## src/rtl/load_store_unit.sv

```systemverilog
// Byte/half/word load-store front end for a word-wide data memory, with read-modify-write for sub-word stores.
// Optional misaligned-request error reporting is enabled by defining LSU_MISALIGN_ERR_EN.
`timescale 1ns/1ps
module load_store_unit #(
   parameter int ADDR_WIDTH = 8,
   parameter int DATA_WIDTH = 32
) (
   input  logic                    clk,
   input  logic                    rst_n,
   input  logic                    i_req_valid,
   output logic                    o_req_ready,
   input  logic                    i_req_we,
   input  logic [1:0]              i_req_size,
   input  logic                    i_req_unsigned,
   input  logic [ADDR_WIDTH+1:0]   i_req_addr,
   input  logic [DATA_WIDTH-1:0]   i_req_wdata,
   output logic                    o_rsp_valid,
   input  logic                    i_rsp_ready,
   output logic [DATA_WIDTH-1:0]   o_rsp_rdata,
   output logic                    o_rsp_err,
   output logic [ADDR_WIDTH-1:0]   o_mem_addr,
   output logic                    o_mem_wenable,
   output logic [DATA_WIDTH-1:0]   o_mem_wdata,
   input  logic [DATA_WIDTH-1:0]   i_mem_rdata,
   output logic [2:0]              o_dbg_state
);

   // Request port: accepted on a clock edge where i_req_valid & o_req_ready; response port:
   // consumed on a clock edge where o_rsp_valid & i_rsp_ready; valid never depends on ready.
   typedef enum logic [2:0] {S_IDLE, S_LOAD, S_RMW, S_STORE, S_RESP} state_e;

   state_e                  state_q;
   logic [1:0]              size_q;
   logic                    uns_q;
   logic [ADDR_WIDTH+1:0]   addr_q;
   logic [15:0]             wdata_q;
   logic                    rsp_valid_q;
   logic [DATA_WIDTH-1:0]   rsp_rdata_q;
   logic                    rsp_err_q;
   logic                    mem_we_q;
   logic [DATA_WIDTH-1:0]   mem_wdata_q;

   logic [1:0]              req_off;
   logic                    req_err;
   logic [7:0]              ld_byte;
   logic [15:0]             ld_half;
   logic [DATA_WIDTH-1:0]   ld_ext;
   logic [DATA_WIDTH-1:0]   merged;

   assign o_req_ready   = (state_q == S_IDLE);
   assign o_rsp_valid   = rsp_valid_q;
   assign o_rsp_rdata   = rsp_rdata_q;
   assign o_rsp_err     = rsp_err_q;
   assign o_mem_addr    = addr_q[ADDR_WIDTH+1:2];
   assign o_mem_wenable = mem_we_q;
   assign o_mem_wdata   = mem_wdata_q;
   assign o_dbg_state   = state_q;

   // Without error reporting, offending low address bits are dropped so the access is aligned.
   always_comb begin
      req_off = i_req_addr[1:0];
      req_err = 1'b0;
      if (i_req_size == 2'b01) begin
`ifdef LSU_MISALIGN_ERR_EN
         req_err = i_req_addr[0];
`else
         req_off = {i_req_addr[1], 1'b0};
`endif
      end else if (i_req_size[1]) begin
`ifdef LSU_MISALIGN_ERR_EN
         req_err = |i_req_addr[1:0];
`else
         req_off = 2'b00;
`endif
      end
   end

   always_comb begin
      ld_byte = i_mem_rdata[{addr_q[1:0], 3'b000} +: 8];
      ld_half = addr_q[1] ? i_mem_rdata[31:16] : i_mem_rdata[15:0];
      case (size_q)
         2'b00:   ld_ext = {{24{ld_byte[7] & ~uns_q}}, ld_byte};
         2'b01:   ld_ext = {{16{ld_half[15] & ~uns_q}}, ld_half};
         default: ld_ext = i_mem_rdata;
      endcase
   end

   always_comb begin
      merged = i_mem_rdata;
      if (size_q == 2'b00) merged[{addr_q[1:0], 3'b000} +: 8] = wdata_q[7:0];
      else                 merged[{addr_q[1], 4'b0000} +: 16] = wdata_q;
   end

   always_ff @(posedge clk or negedge rst_n) begin
      if (!rst_n) begin
         state_q     <= S_IDLE;
         size_q      <= 2'b00;
         uns_q       <= 1'b0;
         addr_q      <= '0;
         wdata_q     <= '0;
         rsp_valid_q <= 1'b0;
         rsp_rdata_q <= '0;
         rsp_err_q   <= 1'b0;
         mem_we_q    <= 1'b0;
         mem_wdata_q <= '0;
      end else begin
         case (state_q)
            S_IDLE: begin
               if (i_req_valid) begin
                  size_q  <= i_req_size;
                  uns_q   <= i_req_unsigned;
                  addr_q  <= {i_req_addr[ADDR_WIDTH+1:2], req_off};
                  wdata_q <= i_req_wdata[15:0];
                  if (req_err) begin
                     rsp_valid_q <= 1'b1;
                     rsp_rdata_q <= '0;
                     rsp_err_q   <= 1'b1;
                     state_q     <= S_RESP;
                  end else if (!i_req_we) begin
                     state_q <= S_LOAD;
                  end else if (i_req_size[1]) begin
                     mem_wdata_q <= i_req_wdata;
                     mem_we_q    <= 1'b1;
                     state_q     <= S_STORE;
                  end else begin
                     state_q <= S_RMW;
                  end
               end
            end
            S_LOAD: begin
               rsp_rdata_q <= ld_ext;
               rsp_err_q   <= 1'b0;
               rsp_valid_q <= 1'b1;
               state_q     <= S_RESP;
            end
            S_RMW: begin
               mem_wdata_q <= merged;
               mem_we_q    <= 1'b1;
               state_q     <= S_STORE;
            end
            S_STORE: begin
               mem_we_q    <= 1'b0;
               rsp_rdata_q <= '0;
               rsp_err_q   <= 1'b0;
               rsp_valid_q <= 1'b1;
               state_q     <= S_RESP;
            end
            S_RESP: begin
               if (i_rsp_ready) begin
                  rsp_valid_q <= 1'b0;
                  state_q     <= S_IDLE;
               end
            end
            default: state_q <= S_IDLE;
         endcase
      end
   end

endmodule

```

## config.mk

```make
export PLATFORM = sky130hd
export DESIGN_NAME = load_store_unit
export DESIGN_NICKNAME = d
export VERILOG_FILES = /design/src/rtl/load_store_unit.sv
export SDC_FILE = /design/constraint.sdc
export NUM_CORES = 1
export LEC_CHECK = 0
export ABC_CLOCK_PERIOD_IN_PS = 2400
export CAP_MARGIN = 20
export CORE_ASPECT_RATIO = 1.2
export CORE_MARGIN = 4
export CORE_UTILIZATION = 49
export DETAILED_ROUTE_END_ITERATION = 8
export HOLD_SLACK_MARGIN = 0.08
export PLACE_DENSITY = 0.82
export SLEW_MARGIN = 20
export SYNTH_ARGS = -nofsm -noshare
export SYNTH_HDL_FRONTEND = slang
export SYNTH_SLANG_ARGS = --single-unit
```

## constraint.sdc

```tcl
create_clock -name clk -period 2.4 [get_ports clk]
set_clock_uncertainty 0.15 [all_clocks]
set_input_delay 0.6 -clock clk [delete_from_list [all_inputs] [get_ports clk]]
set_output_delay 0.6 -clock clk [all_outputs]
set_load 0.02 [all_outputs]
```

==> results.json, run 1 <==
{
  "htree_num_levels": 3,
  "setup_violations": 0,
  "yosysSeqAreaShare_pct": 43.3,
  "multi_input_area_mm2": 0.00287,
  "syn2layout_area_growth_pct": 35.7,
  "whs_path_depth": 1,
  "hold_class": "reg2reg",
  "cts_tree": "yes",
  "worst-path-stages": 7,
  "nFillCells": 851,
  "clkLatencyLatePin_ns": 0.34,
  "cp_slowest_cell": "dfrtp_2",
  "worstSetupEndpointType": "register",
  "finalCritPeriodShare_pct": 94.6,
  "reg2reg_slack_ns": 0.13,
  "wire_per_inst_um": 20.3,
  "initial_core_util_pct": 50.6,
  "vdd_drop_max_v": 0.00110,
  "cp_cell_sequence": "inv_2 -> ha_1 -> nor4bb_1 -> buf_4 -> a221oi_1 -> a211o_1 -> a31oi_1",
  "port-buffer-count": 159,
  "antenna_left": 0,
  "die_area_mm2": 0.0134,
  "maxCapViolCount": 0,
  "fin_tns_setup_ns": 0,
  "die_x_um": 106,
  "wirelength_mm": 17.4,
  "dp.cells": 841,
  "seq_power_share_pct": 29.5,
  "status": "finished clean",
  "tightest_slew_ns": 0.829,
  "p_int_mw": 6.02,
  "cp_num_buf_inv": 2,
  "final_cell_mix": "clkdlybuf4s50_1, dfrtp_1, nand2_1",
  "worst_setup_path_start_kind": "register",
  "drc_errors": 0,
  "maxSlewViolCount": 0,
  "n_antenna_cell": 0,
  "p_leak_nw": 3.12,
  "switching_power_mw": 4.52,
  "root_buffer": "clkbuf_16",
  "dp_hpwl_mm": 12.7,
  "crit_required_ns": 2.52,
  "ys.flop_type": "dfrtp_1",
  "cp_slowest_stage_delay_ns": 0.43,
  "ys_types": 44,
  "hold_viol_final": 0,
  "syn-num-nets": 651,
  "switching_share_pct": 42.9,
  "avgSynthCellArea_um2": 10.0,
  "cellPowerDensity_mw_per_mm2": 1370,
  "crit_type": "reg2reg",
  "combinationalPowerShare_pct": 56.4,
  "final_cell_count_no_fill": 858,
  "drive_above_1_share_pct": 7.53,
  "setup_ws_ns": 0.130,
  "post-route-util_pct": 68.7,
  "core_area_mm2": 0.0112,
  "grt_pass1_vias": 5303,
  "syn_inst": 564,
  "rsz0062_at_grt": "no",
  "grt_usage_pct": 26.3,
  "antenna_found_initial": 0,
  "synth_edf_count": 0,
  "cp_top_family": "compound AO/OA/AOI/OAI gates",
  "cts_buffers": 9,
  "seqCellArea_mm2": 0.00245,
  "gr-total-overflow": 0,
  "syn_area_mm2": 0.00567,
  "holdWs_ns": 0.337,
  "grt_pass1_wl_mm": 28.0,
  "period_minus_slack_ns": 2.27,
  "cts.clk_slew.worst_paths_ns": 0.07,
  "synth_warnings": 0,
  "vias": 5150,
  "arrival_ns": 2.39,
  "fin_nets": 786,
  "path_max_fanout": 11,
  "viasPerCell": 6.00,
  "p_clk_share_pct": 14.1,
  "row_count": 42,
  "synth-seq-cells": 98,
  "cts_sinks": 98,
  "grt_max_degree": 66,
  "async_reset_ff_share_pct": 100,
  "dp_slack_ns": 0.100,
  "final_common_cell": "clkdlybuf4s50_1",
  "max_freq_mhz": 441,
  "firstDrtPassIters": 5,
  "drt-initial-drc-count": 387,
  "design.portCount": 161,
  "ff2ff_path_depth": 7,
  "clockBufferDepth": 2,
  "die_h_um": 126,
  "relSlewSlack_pct": 44.6,
  "globalplace.congestion": 0.887
}
## cells in the mapped netlist, types with 3 or more instances
library cell / number / share of area (%)
nand2b_1: 12 / 1.3
a22oi_1: 8 / 1.1
nor2b_1: 32 / 3.5
nor3_1: 4 / 0.35
or3_1: 7 / 0.77
a221oi_1: 8 / 1.2
o21ai_0: 6 / 0.53
buf_2: 20 / 1.8
ha_1: 5 / 1.1
a31oi_1: 33 / 3.6
mux2_1: 27 / 5.4
clkbuf_1: 20 / 1.3
a211o_1: 32 / 4.9
dfrtp_1: 98 / 43
a21oi_1: 23 / 2.0
nor2_1: 36 / 2.4
nand2_1: 47 / 3.1
buf_4: 16 / 2.1
mux2i_1: 43 / 7.6
a221o_1: 16 / 2.8
buf_6: 3 / 0.60
a311oi_1: 24 / 3.7
inv_1: 5 / 0.33
o21ai_1: 8 / 0.71
a211oi_1: 8 / 1.1
## path summary, 6_finish.rpt
kind                            from         endpoint
setup / recovery           addr_q[1]   o_mem_wdata[6]
hold / removal             addr_q[7]        addr_q[7]
setup reg to reg           addr_q[1]   o_mem_wdata[6]
hold reg to reg            addr_q[7]        addr_q[7]
max in group asynchronous      rst_n      wdata_q[12]
min in group asynchronous      rst_n  o_rsp_rdata[21]
## layer usage
| layer | global-route usage [%] | share of wire, % |
|---|---|---|
| met3 | 6.09 | 7.0 |
| met5 | 0 | 0 |
| met4 | 11.8 | 4.1 |
| met1 | 33.2 | 40 |
| met2 | 42.9 | 49 |
## power by group through the flow
stage | logic (mW) | clock network (mW) | registers, mW
2_1_floorplan | 3.14 | 0 | 3.63
3_3_place_gp | 5.78 | 0 | 3.09
3_5_place_dp | 5.93 | 0 | 3.13
4_1_cts | 5.96 | 1.51 | 3.11
5_1_grt | 6.43 | 1.57 | 3.21
6_report | 5.94 | 1.49 | 3.11
## what timing repair did
action | CTS | global route
hold buffers | 1 | 0
endpoints found under the hold margin | 17 | 0
buffers inserted | 0 | 0
gates resized for setup | 1 | 1
setup endpoints to repair | 1 | 1
## cells by family after synthesis
kind of cell    synth area share [%]
fa+ha+maj                       1.10
other cells                   0.0662
simple gates                    13.5
mux                             13.0
flops                           43.3
compound gates                  22.8
buf+inv                         6.34
## state kept, by name (all words and copies together) (netlist names)
signal and flops:
addr_q 10, o_dbg_state 3, o_mem_wdata 32, o_mem_wenable 1, o_rsp_rdata 32, o_rsp_valid 1
size_q 2, uns_q 1, wdata_q 16
## cell type report
type	count	area share [%]
inverter	6	0.293
sequential	98	31.9
clock buffer	10	3.11
multi-input combinational	399	37.2
clock inverter	6	0.943
timing repair buffer	185	24.0
tap	154	2.50
## stage by stage
stage / cell area (um^2) / total power [mW]
detailed placement: 7370 / 9.06
floorplan: 5670 / 6.77
finish: 7690 / 10.5
CTS: 7690 / 10.6
global route: 7690 / 11.2
global placement: 7370 / 8.87
Power figures use the tool's default switching activity.
==> inputs of run 2 (changes only) <==
--- a/config.mk
+++ b/config.mk
@@ -5,11 +5,12 @@
 export SDC_FILE = /design/constraint.sdc
 export NUM_CORES = 1
 export LEC_CHECK = 0
+export ABC_AREA = 1
 export ABC_CLOCK_PERIOD_IN_PS = 2400
 export CAP_MARGIN = 20
 export CORE_ASPECT_RATIO = 1.2
 export CORE_MARGIN = 4
-export CORE_UTILIZATION = 49
+export CORE_UTILIZATION = 50
 export DETAILED_ROUTE_END_ITERATION = 8
 export HOLD_SLACK_MARGIN = 0.08
 export PLACE_DENSITY = 0.82
==> results.json, run 2 <==
{
  "synth_warnings": 0,
  "cts_buffers": 9,
  "die_h_um": 130,
  "syn_inst": 932,
  "htree_num_levels": 3,
  "grt_pass1_wl_mm": 30.4,
  "max_freq_mhz": 445,
  "switching_share_pct": 46.2,
  "core_area_mm2": 0.0121,
  "final_common_cell": "nand2_1",
  "synthTopCellsByArea": "dfrtp_1, nand2_1, nor2_1, a21oi_1, inv_1",
  "clockBufferDepth": 2,
  "gr-total-overflow": 0,
  "crit_required_ns": 1.65,
  "p_clk_share_pct": 14.7,
  "maxCapViolCount": 0,
  "die_x_um": 109,
  "drc_errors": 0,
  "maxSlewViolCount": 0,
  "cp_slowest_cell": "clkdlybuf4s50_1",
  "crit_type": "reg2out",
  "setup_violations": 0,
  "root_buffer": "clkbuf_16",
  "switching_power_mw": 5.00,
  "firstDrtPassIters": 6,
  "antenna_left": 0,
  "grt_pass1_vias": 5805,
  "cts_setup_buffers": 0,
  "worst_setup_path_start_kind": "register",
  "seq_power_share_pct": 28.3,
  "dp_hpwl_mm": 14.1,
  "p_int_mw": 5.82,
  "final_cell_mix": "nand2_1, clkdlybuf4s50_1, nor2_1",
  "period_minus_slack_ns": 2.25,
  "syn_area_mm2": 0.00615,
  "drt-initial-drc-count": 693,
  "fin_tns_setup_ns": 0,
  "cts_tree": "yes",
  "antenna_found_initial": 0,
  "synth-seq-cells": 98,
  "cellPowerDensity_mw_per_mm2": 1330,
  "cts_sinks": 98,
  "nFillCells": 1081,
  "cp_top_family": "buffers and inverters",
  "reg2reg_slack_ns": 0.15,
  "hold_class": "reg2reg",
  "combinationalPowerShare_pct": 57.0,
  "avgSynthCellArea_um2": 6.60,
  "cp_slowest_stage_delay_ns": 0.66,
  "vdd_drop_max_v": 0.000605,
  "port-buffer-count": 159,
  "path_max_fanout": 7,
  "yosys.area.top_type": "dfrtp_1",
  "yosysMostFrequentCell": "nand2_1",
  "cp_cell_sequence": "clkdlybuf4s50_1",
  "synthTopCellsByCount": "nand2_1, nor2_1, dfrtp_1, inv_1, a21oi_1",
  "design.portCount": 161,
  "ys.flop_type": "dfrtp_1",
  "p_leak_nw": 3.99,
  "ys_types": 27,
  "tightest_slew_ns": 0.592,
  "fin_nets": 1156,
  "seqCellArea_mm2": 0.00245,
  "syn-num-nets": 1019,
  "wirelength_mm": 19.0,
  "worstSetupEndpointType": "output pin",
  "finalCritPeriodShare_pct": 93.7,
  "drive_above_1_share_pct": 5.68,
  "grt_max_degree": 65,
  "grt_usage_pct": 27.4,
  "vias": 6448,
  "hold_viol_final": 0,
  "rsz0062_at_grt": "no",
  "multi_input_area_mm2": 0.00298,
  "cp_num_buf_inv": 1,
  "wire_per_inst_um": 15.4,
  "syn2layout_area_growth_pct": 32.3,
  "power_mw": 10.8,
  "yosysSeqAreaShare_pct": 39.9,
  "clkLatencyLatePin_ns": 0.35,
  "globalplace.congestion": 0.993,
  "relSlewSlack_pct": 60.4,
  "viasPerCell": 5.22,
  "synth_top_area_share_pct": 39.9,
  "row_count": 44,
  "initial_core_util_pct": 51.0,
  "setup_ws_ns": 0.151,
  "die_area_mm2": 0.0141,
  "n_antenna_cell": 0,
  "cts.clk_slew.worst_paths_ns": 0.07,
  "arrival_ns": 1.50,
  "async_reset_ff_share_pct": 100,
  "status": "finished clean",
  "synth_edf_count": 0,
  "dp_slack_ns": 0.119
}
==> run 2: changes by cell type in the layout (fill, tap and decap cells not counted), sizes merged, moves of 16 or more <==
| cell | previous run | this run |
|---|---|---|
| nand2 | 47 | 309 |
| mux2i | 43 | 0 |
| mux2 | 27 | 0 |
| a311oi | 24 | 0 |
| a221o | 16 | 0 |
| inv | 9 | 98 |
| nor2b | 32 | 0 |
| nor2 | 37 | 143 |
| a31oi | 33 | 0 |
| nand3 | 0 | 58 |
| o21ai | 14 | 68 |
| a211o | 32 | 0 |
| a21oi | 23 | 70 |
==> run 2: per-layer routing <==
layer,global-route usage [%],vias up,routed length [um]
met2,43.8,263,9120
met5,0,-,0
li1,-,3184,-
met3,3.34,39,1380
met4,10.8,0,600
met1,37.9,2962,7940
==> run 2: logic make-up after synthesis <==
group,share of synthesized area (%)
DFF,39.9
AOI/OAI and AO/OA,12.9
and+or+nand+nor,34.4
other,0.0610
buffers and inverters,11.8
adders and majority gates,1.02
==> run 2: power groups by stage <==
stage	combinational, mW	sequential (mW)	clock (mW)
6_report	6.17	3.06	1.59
5_1_grt	6.83	3.15	1.67
4_1_cts	6.17	3.05	1.61
3_5_place_dp	6.15	3.05	0
3_3_place_gp	6.03	3.06	0
2_1_floorplan	3.47	3.58	0
==> run 2: timing repair <==
| action | in CTS | in global routing |
|---|---|---|
| hold buffers | 1 | 0 |
| endpoints found under the hold margin | 29 | 0 |
| gates resized for setup | 1 | 0 |
| endpoints found under the setup margin | 1 | 0 |
==> run 2: per-stage QoR <==
step | hold WS, ns | util (%) | std cells | instance area (um^2)
2_1_floorplan | 0.154 | - | 932 | 6150
4_1_cts | 0.331 | 67.5 | 1235 | 8140
3_3_place_gp | 0.311 | 64.7 | 1218 | 7800
3_5_place_dp | 0.314 | 64.7 | 1218 | 7800
5_1_grt | 0.345 | 67.5 | 1235 | 8140
6_report | 0.329 | 67.5 | 1235 | 8140
==> run 2: final cells by class <==
type | count | share of cell area [%]
multi-input combinational | 679 | 36.6
inverter | 97 | 4.47
sequential | 98 | 30.1
timing repair buffer | 184 | 22.3
clock buffer | 11 | 2.98
tap | 161 | 2.48
clock inverter | 5 | 1.05
==> run 2: worst paths after layout <==
check                                 from               to  cells after the start
min reg2reg                o_rsp_rdata[20]  o_rsp_rdata[20]                      2
max reg2reg                      addr_q[0]   o_mem_wdata[9]                      7
min in group asynchronous            rst_n  o_rsp_rdata[21]                      2
min                        o_rsp_rdata[20]  o_rsp_rdata[20]                      2
max                         o_dbg_state[1]   o_dbg_state[1]                      1
max in group asynchronous            rst_n       wdata_q[3]                      3
==> RTL edit 1 (config.mk and constraints of run 2) <==
The option `LSU_MISALIGN_ERR_EN` is turned on by a define.
--- a/src/rtl/load_store_unit.sv
+++ b/src/rtl/load_store_unit.sv
@@ -3,2 +3,4 @@
 `timescale 1ns/1ps
+`define LSU_MISALIGN_ERR_EN
+
 module load_store_unit #(
Function: changed (a bounded check fails within 4 cycles, from zero or initial values and one cycle with rst_n low).
==> RTL edit 1 against run 2 <==
Cell area increased by 0.65%; die area increased by 0.45%; critical path depth increased by 3; critical path type unchanged; sequential cell count increased by 1; power increased by 2.9%; final cell count decreased by 1.5%; highest routed layer unchanged; routed wire length increased by 0.26%; largest cell class unchanged; worst setup slack improved by 0.017 ns; area after synthesis increased by 0.49%; core utilization increased by 0.13 points.
==> RTL edit 1: results (changes against run 2) <==
| Metric | Value |
|---|---|
| Ys Warns | `0 (unchanged)` |
| Number of detailed-routing iterations run before antenna repair | `5 (was 6)` |
| Compound-Gate Fraction of Synth Area | `7.81% (was 12.9%)` |
| Port Buf Inserts | `160 (was 159)` |
| Core area | `12100 um2 (about the same)` |
| Mean Syn Cell Area | `6.78 um2 (was 6.60 um2)` |
| Routed WL per cell | `15.7 um (was 15.4 um)` |
| Worst Setup SP | `o_dbg_state[0] (was o_dbg_state[1])` |
| Post-Place Setup Slack | `-0.00188 ns (was 0.119 ns)` |
| DR iter-0 viols | `619 (was 693)` |
| Status | `finished clean (unchanged)` |
| # fillers | `1035 (was 1081)` |
| HP Class | `input port to asynchronous set/reset pin (was flop to flop)` |
| Clock Path Buffers | `2 (unchanged)` |
| Final nets | `1138 (was 1156)` |
| Synth Area in Adders | `1.01% (was 1.02%)` |
| Vias in the first global route | `6026 (was 5805)` |
| Global-route wire length before repair | `30600 um (was 30400 um)` |
| Met3 Use GR | `4.06% (was 3.34%)` |
| Global Route met1 Usage | `36.0% (was 37.9%)` |
| Worst r2r src | `addr_q[1] (was addr_q[0])` |
| Vias | `6406 (was 6448)` |
| Post-Place Cell Area | `7870 um2 (was 7800 um2)` |
| VDD IR max | `0.000637 V (was 0.000605 V)` |
| Mux contribution to synthesized area | `3.83% (was 0%)` |
| Synth Flop Type | `dfrtp_1 (unchanged)` |
| Data arrival, critical path | `1.48 ns (was 1.50 ns)` |
| GP Congestion | `0.983 (was 0.993)` |
| Least-Margin Pin Slew | `0.627 ns (was 0.592 ns)` |
| Largest cells by area after synthesis | `dfrtp_1 40%, nand2_1 27%, nand3_1 5.7%, a21oi_1 4.0%, mux2_2 2.9% (was dfrtp_1 40%, nand2_1 18%, nor2_1 8.5%, a21oi_1 5.7%, inv_1 5.4%)` |
| GR Util All Layers | `27.4% (about the same)` |
| Metal3 WL | `1410 um (was 1380 um)` |
| DR WL met2 | `9120 um (about the same)` |
| Largest net degree at the start of global routing | `100 (was 65)` |
| Register area share after synthesis | `40.1% (was 39.9%)` |
| Finished Layout Cells | `1217 (was 1235)` |
| Detailed placer's ending HPWL | `14100 um (about the same)` |
| # H-tree levels | `3 (unchanged)` |
| Clock root cell | `clkbuf_16 (unchanged)` |
| Syn Nets | `999 (was 1019)` |
| Commonest cells post-synth | `445 x nand2_1, 99 x dfrtp_1, 70 x nand3_1 (was 302 x nand2_1, 139 x nor2_1, 98 x dfrtp_1)` |
| GR met2 Demand/Resource | `44.6% (was 43.8%)` |
| M1 WL | `7750 um (was 7940 um)` |
| Initial antenna violation count | `0 (unchanged)` |
| Yosys cell types | `29 (was 27)` |
| Layout cells sized above 1 | `7.01% (was 5.68%)` |
| Total setup buffers inserted after CTS | `0 (unchanged)` |
| P_sw | `5.19 mW (was 5.00 mW)` |
| Leakage power | `4.22 nW (was 3.99 nW)` |
| Area grow syn2layout | `32.5% (was 32.3%)` |
| Critical-path maximum fanout | `6 (was 7)` |
-- RTL edit 1: cell types whose count changed after synthesis, sizes merged, moves of 20 or more --
cell,run 2,this run
a21oi,70,50
mux2,0,21
nor2,143,52
o21ai,68,39
nand2,309,451
inv,96,54
-- RTL edit 1: worst max-delay path, cell delays in order, from the launching register on --
cell and delay [ns]:
dfrtp_1 0.42, inv_2 0.08, nand2_2 0.10, nor2_4 0.17
dlygate4sd2_1 0.36
-- RTL edit 1: repair_timing --
item | 4_1_cts | 5_1_grt
gates resized for setup | 1 | 0
setup endpoints to repair | 1 | 0
hold endpoints to repair | 0 | 0
-- RTL edit 1: area by class of cell --
cell class                 instances  area share (%)
clock buffer                      10            2.80
sequential                        99            30.3
inverter                          57            2.64
clock inverter                     6            1.08
tap                              161            2.46
multi-input combinational        703            38.7
timing repair buffer             181            22.0
-- RTL edit 1: power by group through the flow --
stage	logic (mW)	clock network [mW]	registers [mW]
after floorplan	3.81	0	3.51
after global placement	6.43	0	2.99
after detailed placement	6.54	0	3.00
after CTS	6.56	1.59	2.98
after global routing	7.26	1.69	3.08
final	6.56	1.59	2.99
-- RTL edit 1: cell families (layout without fill, tap and decap cells) --
kind of cell	Yosys count	count (layout)
flip-flops	99	99
adder cells (fa/ha/maj)	5	5
AO/OA/AOI/OAI	94	94
AND/OR/NAND/NOR	583	583
buffers and inverters	110	254
multiplexers	21	21
-- RTL edit 1: path summary, 6_finish.rpt --
check                                       end  slack (ns)  cells after the start
worst max-delay path                o_req_ready        0.17                      4
worst min-delay path                  o_rsp_err        0.14                      2
worst max register to register  o_mem_wdata[25]        0.23                      8
worst min register to register   o_rsp_rdata[7]        0.32                      2
max in group asynchronous            wdata_q[2]        1.54                      2
min in group clk                 o_rsp_rdata[7]        0.32                      2
==> RTL edit 2 (config.mk and constraints of run 2) <==
Without the edit above. Put one more register stage on the output `o_rsp_err`, with the module's reset. The value now appears one clock later. The other outputs are not delayed to match.
--- a/src/rtl/load_store_unit.sv
+++ b/src/rtl/load_store_unit.sv
@@ -52,3 +52,9 @@
    assign o_rsp_rdata   = rsp_rdata_q;
-   assign o_rsp_err     = rsp_err_q;
+   always_ff @(posedge clk or negedge rst_n) begin
+      if (!rst_n) begin
+         o_rsp_err <= '0;
+      end else begin
+         o_rsp_err <= rsp_err_q;
+      end
+   end
    assign o_mem_addr    = addr_q[ADDR_WIDTH+1:2];
Formal check against the unedited RTL: no difference found for any inputs over 4 cycles, from zero or initial values and one cycle with rst_n low; that may be too few to reach the edited logic, so the function may still have changed.
==> RTL edit 2 against run 2 <==
Routed wire length increased by 3.7%; cell area increased by 0.55%; worst setup slack got worse by 0.025 ns; power increased by 2.4%; maximum frequency decreased by 1.1%; sequential power decreased by 3%; area after synthesis increased by 0.10%; sequential cell count unchanged.
==> RTL edit 2: results (changes against run 2) <==
| Metric | Value |
|---|---|
| Compound-Gate Fraction of Synth Area | `9.53% (was 12.9%)` |
| Status | `finished clean (unchanged)` |
| Via density | `5.35 (was 5.22)` |
| Met3 Use GR | `3.79% (was 3.34%)` |
| Crit-path slowest cell | `dfrtp_1 (was clkdlybuf4s50_1)` |
| GR met2 Demand/Resource | `45.6% (was 43.8%)` |
| Global-route wire length before repair | `31800 um (was 30400 um)` |
| VDD IR max | `0.000603 V (was 0.000605 V)` |
| Register area share after synthesis | `39.8% (was 39.9%)` |
| Layout cells sized above 1 | `6.10% (was 5.68%)` |
| Least-Margin Pin Slew | `0.569 ns (was 0.592 ns)` |
| DR iter-0 viols | `627 (was 693)` |
| Commonest cells post-synth | `362 x nand2_1, 157 x nor2_1, 98 x dfrtp_1 (was 302 x nand2_1, 139 x nor2_1, 98 x dfrtp_1)` |
| R2r setup slk | `0.39 ns (was 0.15 ns)` |
| Tcrit/Tclk final | `94.7% (was 93.7%)` |
| GR Util All Layers | `28.6% (was 27.4%)` |
| Largest net degree at the start of global routing | `99 (was 65)` |
| Synth Area in Adders | `1.02% (about the same)` |
| Post-Place Cell Area | `7880 um2 (was 7800 um2)` |
| HP Class | `input port to asynchronous set/reset pin (was flop to flop)` |
| Final nets | `1181 (was 1156)` |
| Vias in the first global route | `6348 (was 5805)` |
| Detailed placer's ending HPWL | `14300 um (was 14100 um)` |
| CP max stage delay | `0.42 ns (was 0.66 ns)` |
| Global Route met1 Usage | `38.0% (was 37.9%)` |
| Yosys cell types | `29 (was 27)` |
| Largest cells by area after synthesis | `dfrtp_1 40%, nand2_1 22%, nor2_1 9.6%, nand3_1 6.6%, o21ai_0 5.6% (was dfrtp_1 40%, nand2_1 18%, nor2_1 8.5%, a21oi_1 5.7%, inv_1 5.4%)` |
| Leakage power | `3.97 nW (was 3.99 nW)` |
| Critical path destination | `o_req_ready (was o_dbg_state[1])` |
## RTL edit 2: report_power, final
group | internal [mW] | switching [mW] | total [mW]
Combinational | 2.55 | 4.09 | 6.64
Clock | 0.837 | 0.640 | 1.48
Sequential | 2.44 | 0.527 | 2.97
Total | 5.83 | 5.26 | 11.1
## RTL edit 2: cell type report
type | instances | area (um2) | share of cell area [%]
Tap cell | 161 | 201 | 2.46
Inverter | 56 | 213 | 2.60
Timing Repair Buffer | 187 | 1840 | 22.4
Multi-Input combinational cell | 742 | 3170 | 38.8
Clock inverter | 6 | 66.3 | 0.811
Clock buffer | 10 | 239 | 2.92
Sequential cell | 98 | 2450 | 30.0
## RTL edit 2: per-stage QoR
step / cells / power (mW) / hold slack, ns
3_5_place_dp: 1244 / 9.55 / 0.310
3_3_place_gp: 1244 / 9.44 / 0.303
6_report: 1260 / 11.1 / 0.156
2_1_floorplan: 954 / 7.17 / 0.154
5_1_grt: 1260 / 12.0 / 0.208
4_1_cts: 1260 / 11.1 / 0.182
